--- src/rtl/cordic_serial_stage.sv ---
// One CORDIC micro-rotation on bit-serial operands.
// X, Y and A arrive LSB-first as SW-bit slices over N = DW/SW beats. One
// cycle is spent combining them, and the results stream back out LSB-first
// over the next N beats. Mode, Stg, Atan and ISin are captured with the
// frame-start strobe. The result stream has its own shift registers, so
// the next frame can load while the previous result is still going out.
// DW must be an integer multiple of SW.
module cordic_serial_stage #(
    parameter int DW         = 12,
    parameter int SW         = 2,
    parameter int SHW        = 3,
    parameter int ONE_OVER_K = 1242
) (
    input  logic           clk,
    input  logic           rst,
    input  logic           Rdy,
    input  logic           Mode,
    input  logic [SHW-1:0] Stg,
    input  logic [DW-1:0]  Atan,
    input  logic [SW-1:0]  Xin,
    input  logic [SW-1:0]  Yin,
    input  logic [SW-1:0]  Ain,
    input  logic           ISin,
    output logic [SW-1:0]  Xout,
    output logic [SW-1:0]  Yout,
    output logic [SW-1:0]  Aout,
    output logic           ISout,
    output logic           Vld,
    output logic           Busy,
    output logic           Err
);

    // Beats per word, and widths of the beat counter and the output counter.
    localparam int N  = DW / SW;
    localparam int BW = (N > 1) ? $clog2(N) : 1;
    localparam int CW = $clog2(N + 1);

    // Stage-0 seed, already reduced to the word width.
    localparam logic signed [DW-1:0] K_W = DW'(ONE_OVER_K);

    typedef enum logic [1:0] {
        IDLE = 2'd0,
        LOAD = 2'd1,
        CALC = 2'd2
    } state_t;

    state_t          state_reg;
    state_t          state_next;
    logic [BW-1:0]   beat_reg;
    logic [BW-1:0]   beat_next;

    // Frame control captured together with the start strobe.
    logic            mode_reg;
    logic [SHW-1:0]  stg_reg;
    logic [DW-1:0]   atan_reg;
    logic            is_cap_reg;

    // Assembled input words (built from the per-slice registers below).
    logic [DW-1:0]   x_word;
    logic [DW-1:0]   y_word;
    logic [DW-1:0]   a_word;

    // Combinational results of the micro-rotation.
    logic signed [DW-1:0] x_res;
    logic signed [DW-1:0] y_res;
    logic signed [DW-1:0] a_res;

    // Output shift registers and the count of result beats still to send.
    logic [DW-1:0]   xo_reg;
    logic [DW-1:0]   yo_reg;
    logic [DW-1:0]   ao_reg;
    logic [CW-1:0]   out_cnt_reg;
    logic            isout_reg;
    logic            err_reg;

    logic            accept;
    logic            reject;

    // A strobe is only honoured while idle; anywhere else it is an error.
    assign accept = Rdy && (state_reg == IDLE);
    assign reject = Rdy && (state_reg != IDLE);

    // Arithmetic shift with sign fill; shifting by DW or more leaves only sign bits.
    function automatic logic signed [DW-1:0] shr(input logic signed [DW-1:0] v,
                                                  input logic [SHW-1:0] s);
        if (int'(s) >= DW) begin
            shr = {DW{v[DW-1]}};
        end else begin
            shr = v >>> s;
        end
    endfunction

    // State and beat counter registers.
    always_ff @(posedge clk or posedge rst) begin
        if (rst) begin
            state_reg <= IDLE;
            beat_reg  <= '0;
        end else begin
            state_reg <= state_next;
            beat_reg  <= beat_next;
        end
    end

    // Next-state logic: slice 0 arrives with the strobe, so LOAD continues from beat 1.
    always_comb begin
        state_next = state_reg;
        beat_next  = beat_reg;
        case (state_reg)
            IDLE: begin
                if (Rdy) begin
                    state_next = (N > 1) ? LOAD : CALC;
                    beat_next  = BW'(1 % N);
                end
            end
            LOAD: begin
                if (beat_reg == BW'(N - 1)) begin
                    state_next = CALC;
                    beat_next  = '0;
                end else begin
                    beat_next  = beat_reg + BW'(1);
                end
            end
            CALC: begin
                state_next = IDLE;
                beat_next  = '0;
            end
            default: begin
                state_next = IDLE;
                beat_next  = '0;
            end
        endcase
    end

    // Capture the per-frame controls with the accepted strobe only.
    always_ff @(posedge clk or posedge rst) begin
        if (rst) begin
            mode_reg   <= 1'b0;
            stg_reg    <= '0;
            atan_reg   <= '0;
            is_cap_reg <= 1'b0;
        end else if (accept) begin
            mode_reg   <= Mode;
            stg_reg    <= Stg;
            atan_reg   <= Atan;
            is_cap_reg <= ISin;
        end
    end

    // One register per input slice; slice k is written only on beat k of the frame.
    generate
        for (genvar gi = 0; gi < N; gi++) begin : g_slice
            logic          slice_en;
            logic [SW-1:0] xs_reg;
            logic [SW-1:0] ys_reg;
            logic [SW-1:0] as_reg;

            if (gi == 0) begin : g_first
                assign slice_en = accept;
            end else begin : g_rest
                assign slice_en = (state_reg == LOAD) && (beat_reg == BW'(gi));
            end

            // Slice capture for this beat position.
            always_ff @(posedge clk or posedge rst) begin
                if (rst) begin
                    xs_reg <= '0;
                    ys_reg <= '0;
                    as_reg <= '0;
                end else if (slice_en) begin
                    xs_reg <= Xin;
                    ys_reg <= Yin;
                    as_reg <= Ain;
                end
            end

            assign x_word[gi*SW +: SW] = xs_reg;
            assign y_word[gi*SW +: SW] = ys_reg;
            assign a_word[gi*SW +: SW] = as_reg;
        end
    endgenerate

    // The micro-rotation; all arithmetic wraps at DW bits.
    always_comb begin
        logic signed [DW-1:0] xw;
        logic signed [DW-1:0] yw;
        logic signed [DW-1:0] aw;
        logic signed [DW-1:0] xs;
        logic signed [DW-1:0] ys;
        logic                 d_pos;

        xw    = $signed(x_word);
        yw    = $signed(y_word);
        aw    = $signed(a_word);
        xs    = shr(xw, stg_reg);
        ys    = shr(yw, stg_reg);
        // Rotation steers A toward zero; vectoring steers Y toward zero.
        d_pos = mode_reg ? yw[DW-1] : ~aw[DW-1];

        if (d_pos) begin
            x_res = xw - ys;
            y_res = yw + xs;
            a_res = aw - $signed(atan_reg);
        end else begin
            x_res = xw + ys;
            y_res = yw - xs;
            a_res = aw + $signed(atan_reg);
        end

        // The first rotation stage seeds the vector with the gain-compensated constant.
        if (!mode_reg && (stg_reg == '0)) begin
            x_res = K_W;
            y_res = d_pos ? K_W : -K_W;
        end
    end

    // Result shift registers: load at the end of CALC, then shift one slice per beat.
    always_ff @(posedge clk or posedge rst) begin
        if (rst) begin
            xo_reg      <= '0;
            yo_reg      <= '0;
            ao_reg      <= '0;
            out_cnt_reg <= '0;
            isout_reg   <= 1'b0;
        end else if (state_reg == CALC) begin
            xo_reg      <= x_res;
            yo_reg      <= y_res;
            ao_reg      <= a_res;
            out_cnt_reg <= CW'(N);
            isout_reg   <= is_cap_reg;
        end else if (out_cnt_reg != '0) begin
            xo_reg      <= xo_reg >> SW;
            yo_reg      <= yo_reg >> SW;
            ao_reg      <= ao_reg >> SW;
            out_cnt_reg <= out_cnt_reg - CW'(1);
        end
    end

    // Sticky error flag for strobes that arrive while busy.
    always_ff @(posedge clk or posedge rst) begin
        if (rst) begin
            err_reg <= 1'b0;
        end else if (reject) begin
            err_reg <= 1'b1;
        end
    end

    assign Vld   = (out_cnt_reg != '0);
    assign Xout  = Vld ? xo_reg[SW-1:0] : '0;
    assign Yout  = Vld ? yo_reg[SW-1:0] : '0;
    assign Aout  = Vld ? ao_reg[SW-1:0] : '0;
    assign ISout = isout_reg;
    assign Busy  = (state_reg != IDLE);
    assign Err   = err_reg;

endmodule
--- config.mk ---
export PLATFORM = sky130hd
export DESIGN_NAME = cordic_serial_stage
export DESIGN_NICKNAME = d
export VERILOG_FILES = /design/src/rtl/cordic_serial_stage.sv
export SDC_FILE = /design/constraint.sdc
export NUM_CORES = 1
export LEC_CHECK = 0
export CAP_MARGIN = 10
export CORE_ASPECT_RATIO = 1.5
export CORE_MARGIN = 8
export CORE_UTILIZATION = 45
export DETAILED_ROUTE_END_ITERATION = 10
export GPL_ROUTABILITY_DRIVEN = 0
export PLACE_DENSITY = 0.59
export SLEW_MARGIN = 5
export SYNTH_ARGS = -nofsm -noshare
export SYNTH_HDL_FRONTEND = slang
export SYNTH_SLANG_ARGS = --single-unit
--- constraint.sdc ---
create_clock -name clk -period 11.25 [get_ports clk]
set_input_delay 1.125 -clock clk [delete_from_list [all_inputs] [get_ports clk]]
set_output_delay 1.125 -clock clk [all_outputs]
set_load 0.01 [all_outputs]
==> results of run 1 <==
placed cells by master, fill, tap and decap left out, types with 3 or more instances in the layout:
cell type | Yosys | layout
and3_1 | 4 | 4
mux2_2 | 54 | 54
dfrtp_1 | 99 | 99
o21a_1 | 3 | 3
mux2i_1 | 29 | 29
o22ai_1 | 10 | 10
o41ai_1 | 3 | 3
nand3_1 | 5 | 5
or2_2 | 4 | 4
nand2_1 | 103 | 103
nor2b_1 | 11 | 10
mux4_2 | 8 | 8
a31oi_1 | 17 | 17
o21bai_1 | 4 | 4
fa_1 | 3 | 3
inv_1 | 28 | 27
a21o_1 | 7 | 7
nor3_1 | 15 | 15
o21ai_0 | 50 | 50
nor2_1 | 55 | 54
a41oi_1 | 3 | 3
or3_1 | 3 | 3
ha_1 | 41 | 41
nand2b_1 | 11 | 11
a21oi_1 | 45 | 45
xor2_1 | 23 | 23
a211oi_1 | 4 | 4
and2_1 | 9 | 9
xnor2_1 | 37 | 37
o211ai_1 | 3 | 3
buf_4 | 4 | 7
a32oi_1 | 4 | 4
clkbuf_16 | 0 | 9
clkdlybuf4s50_1 | 0 | 35
o31ai_1 | 4 | 4
inv_6 | 0 | 3
cells in the mapped netlist, drive strengths merged, types with 2 or more instances:
| library cell | n | area share, % |
|---|---|---|
| nand2b | 11 | 0.98 |
| buf | 12 | 1.1 |
| o21bai | 4 | 0.43 |
| a22oi | 2 | 0.21 |
| mux4 | 8 | 2.6 |
| or3 | 3 | 0.27 |
| a211oi | 4 | 0.43 |
| clkbuf | 21 | 1.1 |
| a41oi | 3 | 0.37 |
| a221oi | 2 | 0.34 |
| o22ai | 10 | 0.89 |
| nor2b | 11 | 0.98 |
| nor2 | 55 | 2.9 |
| or2 | 4 | 0.36 |
| o31ai | 4 | 0.43 |
| mux2i | 30 | 4.4 |
| nand3b | 2 | 0.21 |
| o211ai | 3 | 0.32 |
| a32oi | 4 | 0.50 |
| nand3 | 5 | 0.36 |
| and2 | 9 | 0.80 |
| nor4 | 3 | 0.36 |
| a31oi | 17 | 1.5 |
| xnor2 | 37 | 4.6 |
| and3 | 4 | 0.36 |
| a21o | 7 | 0.75 |
| ha | 41 | 7.3 |
| fa | 3 | 0.85 |
| nand2 | 103 | 5.5 |
| a21oi | 45 | 3.2 |
| inv | 28 | 1.5 |
| nor3 | 16 | 1.2 |
| a221o | 2 | 0.28 |
| mux2 | 54 | 8.6 |
| o21ai | 50 | 3.6 |
| xor2 | 23 | 2.9 |
| dfrtp | 99 | 35 |
| o21a | 3 | 0.32 |
| o41ai | 3 | 0.37 |
stage by stage:
step / cell area [um2] / hold slack (ns) / instances / utilization (%)
final: 7850 / 0.475 / 986 / 50.7
after global routing: 7850 / 0.503 / 986 / 50.7
after CTS: 7850 / 0.481 / 986 / 50.7
after detailed placement: 7550 / 0.463 / 970 / 48.7
after global placement: 7550 / 0.446 / 970 / 48.7
after floorplan: 7040 / 0.435 / 758 / -
per-layer routing:
metal	track usage [%]	vias to the layer above	part of all wire, %
met4	9.00	0	3.6
met5	0	-	0
li1	-	2715	-
met2	28.6	143	49
met3	2.50	43	3.8
met1	20.6	2685	44
cell families after synthesis:
group | after synthesis | share of synthesized area [%]
AO/OA/AOI/OAI | 171 | 15.0
XOR/XNOR | 60 | 7.47
adder cells (fa/ha/maj) | 44 | 8.14
buffers and inverters | 62 | 3.77
flip-flops | 99 | 35.2
multiplexers | 92 | 15.6
AND/OR/NAND/NOR | 230 | 14.8
final cells by class:
| cell class | count | area, um2 |
|---|---|---|
| fillers | 1430 | 7640 |
| repair buffers | 42 | 403 |
| clock buffers | 10 | 229 |
| clock inverters | 6 | 72.6 |
| multi-input cells | 597 | 4300 |
| inverters | 29 | 111 |
| flip-flops and latches | 99 | 2480 |
| well taps | 203 | 254 |
worst paths after layout:
path	end	slack (ns)	cells after the start
min in group asynchronous	beat_reg[0]	1.15	2
worst max register to register	yo_reg[11]	6.43	15
worst min register to register	Err	0.47	1
worst min-delay path	Err	0.47	1
worst max-delay path	yo_reg[11]	6.43	15
max in group asynchronous	xo_reg[9]	8.94	3
==> out/results.ini, run 1 <==
[synthesis]
netlist_instances = 758
seq_area_frac_synth_pct = 35.2
syn-cell-area_mm2 = 0.00704
syn_nets = 828
synth_ff_type = dfrtp_1
yosys_warnings = 0
avgSynthCellArea_um2 = 9.28
ys_ff_latch = 99
synth_edf_count = 0
synthArstFlopShare_pct = 100
synth.distinct_cells = 59

[clocking]
postCtsSetupRepairBufs = 0
clk_pin_slew_worst_paths_ns = 0.08
cts_repair_resize_count = 0
cts_root_buf = clkbuf_16
clock_latency_ns = 0.35
cts_made_buffers = 9
tritoncts = yes
cts_sinks = 99
cts_max_level = 3
hold_buffers = 0
cts.path.max_buffers = 2

[worst_setup_path]
crit_slowest_cell = dfrtp_1
crit_path_end_kind = flip-flop
r2r-start = stg_reg[2]
path_max_fanout = 22
max_stage_delay_ns = 0.81
critPathTopFamily = compound AO/OA/AOI/OAI gates
arrival_ns = 5.10
critPathBufInv = 1
worst_ep_required_time_ns = 11.53
crit_top_cell = o21ai_0
startpoint = stg_reg[2]
startpoint_type = flip-flop
cp_cell_sequence = clkinv_1 > mux2i_4 > and3b_1 > or2b_1 > o21ai_0 > xnor2_1 > ha_1 > a2111oi_0 > o211ai_1 > a31o_2 > a21oi_1 > o21ai_0 > or2_2 > mux2i_1 > a221o_1
crit_type = flip-flop to flip-flop

[die]
ios = 36
die_y_um = 169
rows = 56
coreArea_mm2 = 0.0155
dieWidth_um = 118
die_area_mm2 = 0.0200
initial_utilization_pct = 45.5

[sta]
skew_ns = 0.0132
finalHoldViolCount = 0
max_freq_mhz = 207
rsz0062_at_grt = false
relSlewSlack_pct = 34.7
post-route-period-util_pct = 42.9
worst_slew_pin_slew_ns = 0.980
finalSetupTns_ns = 0
setup_viol = 0
final_max_slew_viol_count = 0
layout_min_cycle_time_ns = 4.82
fin_ws_ns = 6.43

[placement]
pre_cts_slack_ns = 6.54
hpwl_mm = 13.2
port_buffers = 35

[detailed_routing]
num_vias = 5586
drc = 0
wl_per_cell_um = 17.3
routed_wl_mm = 17.1
dr.pass1.iters = 5
drtAntennaViolNets = 0
viasPerCell = 5.67
drtIter0Drc = 326

[worst_hold_path]
hold_path_class = flip-flop to flip-flop
hp-start = Err

[finish]
syn_to_final_growth_pct = 11.5
layout-drive-gt1-share_pct = 12.5
fin_nets = 848
diodes = 0

[run]
max_cap_violations = 0

[run_status]
outcome = completed

[global_route]
grt_pass1_wl_mm = 27.7
grt_max_degree = 60
overflow = 0
grt_pass1_vias = 5487
antenna_found_initial = 0
track_usage_pct = 17.0

Power of run 1 is not shown: default switching activity piles up to over one toggle a cycle in this logic, so the estimate is an artifact.
==> run 2: changes to the inputs <==
clock period = 4.6 ns   (was 11.25 ns; I/O delays follow)
==> out/results.ini, run 2 (synthesis results as in run 1) <==
[clocking]
clk_pin_slew_worst_paths_ns = 0.07
cts_sinks = 99
cts.path.max_buffers = 2
tritoncts = yes
clock_latency_ns = 0.35
cts_root_buf = clkbuf_16
postCtsSetupRepairBufs = 0
cts_max_level = 3
cts_repair_resize_count = 0
cts_made_buffers = 9
hold_buffers = 0

[worst_hold_path]
hold-path-cell-count = 1
hold_path_class = flip-flop to flip-flop
hp-start = Err

[worst_setup_path]
r2r-start = stg_reg[1]
crit_slowest_cell = dfrtp_2
worst_ep_required_time_ns = 4.88
arrival_ns = 4.52
ff2ff_path_depth = 15
cp_cell_sequence = mux2_2 > a22oi_1 > and3b_1 > or2b_1 > o21ai_0 > xnor2_1 > ha_1 > a2111oi_0 > o211ai_1 > a31o_2 > a21oi_1 > o21ai_0 > or2_2 > mux2i_1 > a221o_1
crit_path_end_kind = flip-flop
startpoint_type = flip-flop
crit_type = flip-flop to flip-flop
startpoint = stg_reg[1]
path_max_fanout = 20
crit_top_cell = o21ai_0
max_stage_delay_ns = 0.63

[detailed_routing]
drtIter0Drc = 290
detail_route.wirelength.met1_mm = 7.81
num_vias = 5660
met3_length_um = 580
wl_per_cell_um = 17.8
viasPerCell = 5.69
wl_met2_mm = 8.73
highest_layer = met4
routed_wl_mm = 17.7
dr.pass1.iters = 5
drtAntennaViolNets = 0
drc = 0

[sta]
setup_viol = 0
relSlewSlack_pct = 35.7
max_freq_mhz = 236
skew_ns = 0.0107
post-route-period-util_pct = 92.1
layout_min_cycle_time_ns = 4.23
finalHoldViolCount = 0
finalSetupTns_ns = 0
worst_slew_pin_slew_ns = 0.963
rsz0062_at_grt = false
final_max_slew_viol_count = 0

[die]
die_y_um = 169
die_area_mm2 = 0.0200
ios = 36
dieWidth_um = 118
coreArea_mm2 = 0.0155
initial_utilization_pct = 45.5
rows = 56

[global_route]
grt_pass1_wl_mm = 29.4
track_usage_pct = 18.0
antenna_found_initial = 0
grt_max_degree = 54
overflow = 0
grt_pass1_vias = 5695

[finish]
layout_common_cells = 103 x nand2_1, 98 x dfrtp_1, 54 x mux2_2, 54 x nor2_1, 50 x o21ai_0
final_common_cell = nand2_1
layout-drive-gt1-share_pct = 13.7
syn_to_final_growth_pct = 12.3
diodes = 0
fin_nets = 856
fill_cells = 1430

[placement]
port_buffers = 35
hpwl_mm = 13.7

[run_status]
outcome = completed

[run]
max_cap_violations = 0

run 2: cell types whose count changed in the layout (fill, tap and decap cells not counted), sizes merged:
cell / change
buf: +8
clkinv: +1
bufinv: -1
clkbuf: +1
inv: -1
run 2: metal layers:
| metal | track usage, % | up-vias |
|---|---|---|
| met3 | 2.23 | 36 |
| met5 | 0 | - |
| li1 | - | 2744 |
| met1 | 22.0 | 2759 |
| met4 | 8.39 | 0 |
| met2 | 31.1 | 121 |
run 2: worst max-delay path, delay by kind of cell (launching register included):
kind	cells	cell delay, ns
muxes	2	0.56
DFF	1	0.63
and+or+nand+nor	3	0.75
xor gates and xnor gates	1	0.18
adders and majority gates	1	0.30
AOI/OAI and AO/OA	8	1.77
run 2: final timing paths:
check	slack, ns	to
hold / removal	0.47	Err
min in group asynchronous	0.55	beat_reg[0]
hold reg to reg	0.47	Err
max in group asynchronous	2.95	yo_reg[3]
setup reg to reg	0.37	yo_reg[11]
setup / recovery	0.37	yo_reg[11]
run 2: stage by stage:
stage	utilization, %	instance area, um2	instances	hold slack (ns)	worst slack (ns)
2_1_floorplan	-	7040	758	0.435	0.790
3_3_place_gp	49.1	7610	978	0.443	0.322
3_5_place_dp	49.1	7610	978	0.452	0.223
4_1_cts	51.0	7900	994	0.473	0.195
5_1_grt	51.0	7900	994	0.493	0.108
6_report	51.0	7900	994	0.467	0.365
run 2: final cells by class:
type	instances	area (um2)	area share [%]
flip-flops and latches	99	2480	31.4
inverters	29	111	1.41
multi-input cells	597	4300	54.4
repair buffers	50	463	5.86
well taps	203	254	3.21
clock buffers	11	253	3.20
clock inverters	5	42.5	0.538
Power of run 2 is left out for the same reason.
==> edit 1: new RTL, config.mk and constraints of run 2 <==
Reset style: synchronous (`rst`), changed in 5 clocked blocks.
--- a/src/rtl/cordic_serial_stage.sv
+++ b/src/rtl/cordic_serial_stage.sv
@@ -91,7 +91,7 @@
     endfunction
 
     // State and beat counter registers.
-    always_ff @(posedge clk or posedge rst) begin
+    always_ff @(posedge clk) begin
         if (rst) begin
             state_reg <= IDLE;
             beat_reg  <= '0;
@@ -132,7 +132,7 @@
     end
 
     // Capture the per-frame controls with the accepted strobe only.
-    always_ff @(posedge clk or posedge rst) begin
+    always_ff @(posedge clk) begin
         if (rst) begin
             mode_reg   <= 1'b0;
             stg_reg    <= '0;
@@ -161,7 +161,7 @@
             end
 
             // Slice capture for this beat position.
-            always_ff @(posedge clk or posedge rst) begin
+            always_ff @(posedge clk) begin
                 if (rst) begin
                     xs_reg <= '0;
                     ys_reg <= '0;
@@ -214,7 +214,7 @@
     end
 
     // Result shift registers: load at the end of CALC, then shift one slice per beat.
-    always_ff @(posedge clk or posedge rst) begin
+    always_ff @(posedge clk) begin
         if (rst) begin
             xo_reg      <= '0;
             yo_reg      <= '0;
@@ -236,7 +236,7 @@
     end
 
     // Sticky error flag for strobes that arrive while busy.
-    always_ff @(posedge clk or posedge rst) begin
+    always_ff @(posedge clk) begin
         if (rst) begin
             err_reg <= 1'b0;
         end else if (reject) begin
Check against the original RTL: differs if rst is asserted again (counterexample within 4 cycles, from zero or initial values and one cycle with rst high); with rst held inactive, the same outputs for 10 cycles.
==> edit 1 against run 2 <==
  * Utilization grew 0.39 points
  * Critical path type unchanged
  * Wire length grew 0.52%
  * Critical path depth grew 1
  * Global-route usage grew 0.49 points
  * Worst setup slack gained 54 ps
  * Highest routed layer unchanged
  * Sequential share of layout area shrank 5.8 points
  * Area after synthesis shrank 1.9%
  * Sequential cell count is the same
  * Cell area shrank 1.9%
  * Via count grew 6.2%
  * Hold slack lost 10 ps
  * Critical endpoint is now yo_reg[11]
Power is left out: it rests on default switching activity, and per cell area and clock period it moved more than threefold.
==> edit 1: results (changes against run 2) <==
HP Start g_slice[0].as_reg[0]; FF-to-FF path depth 16 (+1); first-pass GRT wire length 29060 µm (-1.2%); largest net degree at the start of global routing 103 (+91%); initial DRC count 339 (+17%); Setup Skew 8.437 ps (-2.300 ps); hold depth 2 (+1); vias in the first global route 5794 (+1.7%); sequential share of the synthesized area 28.71% (-6.5 points); post-synthesis mux area share 15.10% (-0.55 points); Hold Path End g_slice[0].as_reg[0]; outcome completed; Nets 928 (+8.4%); Synth Area in XOR/XNOR 7.613% (+0.15 points); Routed WL 17810 µm (+0.52%); dpl cells 1046 (+7.0%); Critical Path End yo_reg[11]; Synth warnings 0 (unchanged); CP Max Fanout 21 (+5.0%); reg-to-reg slack, setup 420 ps (+50 ps); Yosys cell types 58 (-1.7%); fill cell count 1446 (+1.1%); Synth top cells by count 99 x dfxtp_1, 97 x nand2_1, 89 x nor2_1; cell count after synthesis 847 (+12%); Vias 6013 (+6.2%); layout cell share with drive strength beyond 1 6.148% (-7.5 points); vias per cell 5.667 (-0.47%); Rel. slew slack 29.81% (-5.9 points); Post-DP HPWL 13660 µm (about the same); Post-Synth Adder-Cell Area 8.302% (+0.16 points); Synth Area in Compound Gates 17.94% (+3.0 points); ranking of synthesized cells by area dfxtp_1 29%, mux2i_1 11%, ha_1 7.4%; Worst R2R Start stg_reg[1]
## edit 1: cell count changes in the layout (fill, tap and decap cells not counted), moves of 8 or more
| cell | before | now |
|---|---|---|
| mux2_2 | 54 | 4 |
| dfrtp_1 | 98 | 0 |
| a21oi_1 | 45 | 87 |
| nand3_1 | 5 | 13 |
| nor2_1 | 54 | 89 |
| a211oi_1 | 4 | 22 |
| mux2i_1 | 29 | 79 |
| o21ai_0 | 50 | 29 |
| dfxtp_1 | 0 | 99 |
## edit 1: cell type report
type	instances	share of cell area [%]
Multi-Input combinational cell	671	59.59
Sequential cell	99	25.57
Timing Repair Buffer	48	5.747
Tap cell	199	3.213
Clock buffer	10	3.084
Inverter	29	1.405
Clock inverter	5	1.388
## edit 1: per-stage QoR
step	hold slack (ps)	util, %	area, µm²	worst slack (ps)
2_1_floorplan	432.1	-	6903	845.5
3_3_place_gp	446.9	49.08	7397	540.1
3_5_place_dp	452.3	49.08	7397	414.2
4_1_cts	462.5	51.38	7744	388.8
5_1_grt	485.1	51.42	7750	33.69
6_report	456.9	51.42	7750	418.7
## edit 1: worst max-delay path: stages, from the launching register on
cell       delay, ps
dfxtp_1          310
buf_4            270
buf_4            310
mux2i_1          320
mux2i_1          230
a21oi_1          250
nand3_1          180
nor4_2           280
a21oi_1          150
xor2_1           180
a21oi_1          160
ha_1             300
a21o_1           180
a31oi_1          200
o21ai_0          150
and4_1           220
a2111oi_0        350
## edit 1: what timing repair did
action                     4_1_cts  5_1_grt
hold buffers                     0        0
gates resized for setup          0        1
setup endpoints to repair        0        2
## edit 1: layer usage
metal  wire [µm]  vias to the layer above  GRT usage (%)
met5           0                        -              0
met4         476                        0          7.606
met3         715                       32          2.557
met2        8808                      131          31.73
met1        7811                     2831          22.42
li1            -                     3019              -
==> edit 2: new RTL, settings of run 2 <==
Made on the original files. The parameter `SW` goes from 2 to 1.
--- a/src/rtl/cordic_serial_stage.sv
+++ b/src/rtl/cordic_serial_stage.sv
@@ -7,7 +7,7 @@
 // DW must be an integer multiple of SW.
 module cordic_serial_stage #(
     parameter int DW         = 12,
-    parameter int SW         = 2,
+    parameter int SW         = 1,
     parameter int SHW        = 3,
     parameter int ONE_OVER_K = 1242
 ) (
Interface: changed (6 resized); port bits go from 36 to 30. The function was not compared with the original's and may differ.
==> edit 2 against run 2 <==
  * Sequential cell count up 2
  * Via count up 2.9%
  * Hold slack gained 8.7 ps
  * Wire length up 2.0%
  * Sequential share of layout area decreased by 0.23 points
  * Area after synthesis rose by 3.4%
  * Cell area grew 2.8%
  * Count of clock-buffer cells in the layout unchanged
  * Worst setup slack improved by 55 ps
  * Fmax rose by 1.3%
  * Largest cell class unchanged
Power is left out: the tool's default activity adds up to more than one toggle a clock period on the data nets, which glitch-free logic cannot reach.
==> edit 2: results (changes against run 2) <==
Clk pin slew, worst setup/hold paths 70 ps (about the same); FF-to-FF path depth 15 (unchanged); Post-DP HPWL 13770 µm (+0.85%); Routed met3 length 699 µm (+21%); reg-to-reg slack, setup 420 ps (+60 ps); CP delay by family, top simple AND/OR/NAND/NOR gates; fraction of registers with async set/reset 100.0% (unchanged); Yosys cell types 60 (+1.7%); worst flop-to-flop path endpoint yo_reg[11]; Synth top cells by count 110 x nand2_1, 101 x dfrtp_1, 58 x nor2_1; Nets 873 (+2.0%); Hold/Removal Path Class flop to flop; sequential share of the synthesized area 34.73% (-0.47 points); Hold Path End Err; hold depth 1 (unchanged); outcome completed; Setup Skew 8.830 ps (-1.907 ps); dpl cell area 7797 µm² (+2.5%); GRT Resource Usage Total 18.21% (+0.18 points); Slew @ Worst Pin 833.7 ps (-129.5 ps); Final Non-Filler Cells 1014 (+2.0%); total core area 16050 µm² (+3.6%); Worst R2R Start stg_reg[0]; vias in the first global route 6000 (+5.4%); ranking of synthesized cells by area dfrtp_1 35%, mux2_2 7.6%, ha_1 7.6%; fmax 239.2 MHz (+1.3%); TritonCTS buffer count 9 (unchanged); CTS max path bufs 2 (unchanged); crit-path max cell delay 560 ps (-70 ps); Mapped Nets 855 (+3.3%); Worst Path Arrival 4460 ps (-60 ps); Placement Setup Slack 174.6 ps (-48.94 ps); vias per cell 5.743 (+0.85%); met2 WL 9237 µm (+5.9%); CP Max Fanout 12 (-40%); Routed WL 18080 µm (+2.0%); post-cts resize count 0 (unchanged); clk root buf clkbuf_16; initial DRC count 390 (+34%); Metal-1 WL 7646 µm (-2.1%); Min Hold Slack 475.8 ps (+8.701 ps); syn_area_per_cell 9.272 µm² (-0.14%); dpl cells 998 (+2.0%); H-tree levels 3 (unchanged); port bufs 29 (-17%); main flop type after synthesis dfrtp_1; worst skew pair latency 350 ps (about the same); largest net degree at the start of global routing 68 (+26%); first-pass GRT wire length 30330 µm (+3.2%); antenna viol nets, final 0 (unchanged); max layer used met4; initial antenna violation count 0 (unchanged); layout cell share with drive strength beyond 1 14.11% (+0.46 points); Synth warnings 0 (unchanged)
==> edit 2: changes by cell type after synthesis, moves of 4 or more <==
cell,delta
nand3_1,+4
mux2_2,-5
nor2b_1,-7
mux4_2,+7
nand2_1,+7
nor3_1,+5
clkbuf_1,+8
buf_2,+4
o21ai_0,-6
o22ai_1,-7
==> edit 2: logic make-up after synthesis <==
family | synth area share [%]
buffers and inverters | 4.023
and+or+nand+nor | 15.63
adders and majority gates | 8.389
AOI/OAI and AO/OA | 13.65
muxes | 16.49
DFF | 34.73
xor gates and xnor gates | 7.100
==> edit 2: area by class of cell <==
cell class              count  area [µm²]
well taps                 206       257.7
repair buffers             48       432.9
clock buffers              11       252.7
flip-flops and latches    101        2529
inverters                  30       115.1
clock inverters             5       63.81
fillers                  1537        7925
multi-input cells         613        4471
==> edit 2: worst max path at each step <==
stage | endpoint | depth (start not counted) | slack, ps | start
after CTS | yo_reg[11] | 14 | 140 | stg_reg[0]
after global routing | yo_reg[11] | 15 | 30 | stg_reg[0]
after floorplan | yo_reg[11] | 17 | 820 | stg_reg[0]
after global placement | yo_reg[11] | 14 | 270 | stg_reg[0]
after detailed placement | yo_reg[11] | 14 | 170 | stg_reg[0]
final | yo_reg[11] | 15 | 420 | stg_reg[0]
==> edit 2: layer usage <==
| metal | track usage (%) | vias to the layer above |
|---|---|---|
| met1 | 21.59 | 2797 |
| met2 | 32.30 | 166 |
| met4 | 7.470 | 0 |
| met3 | 2.661 | 32 |
| met5 | 0 | - |
| li1 | - | 2828 |
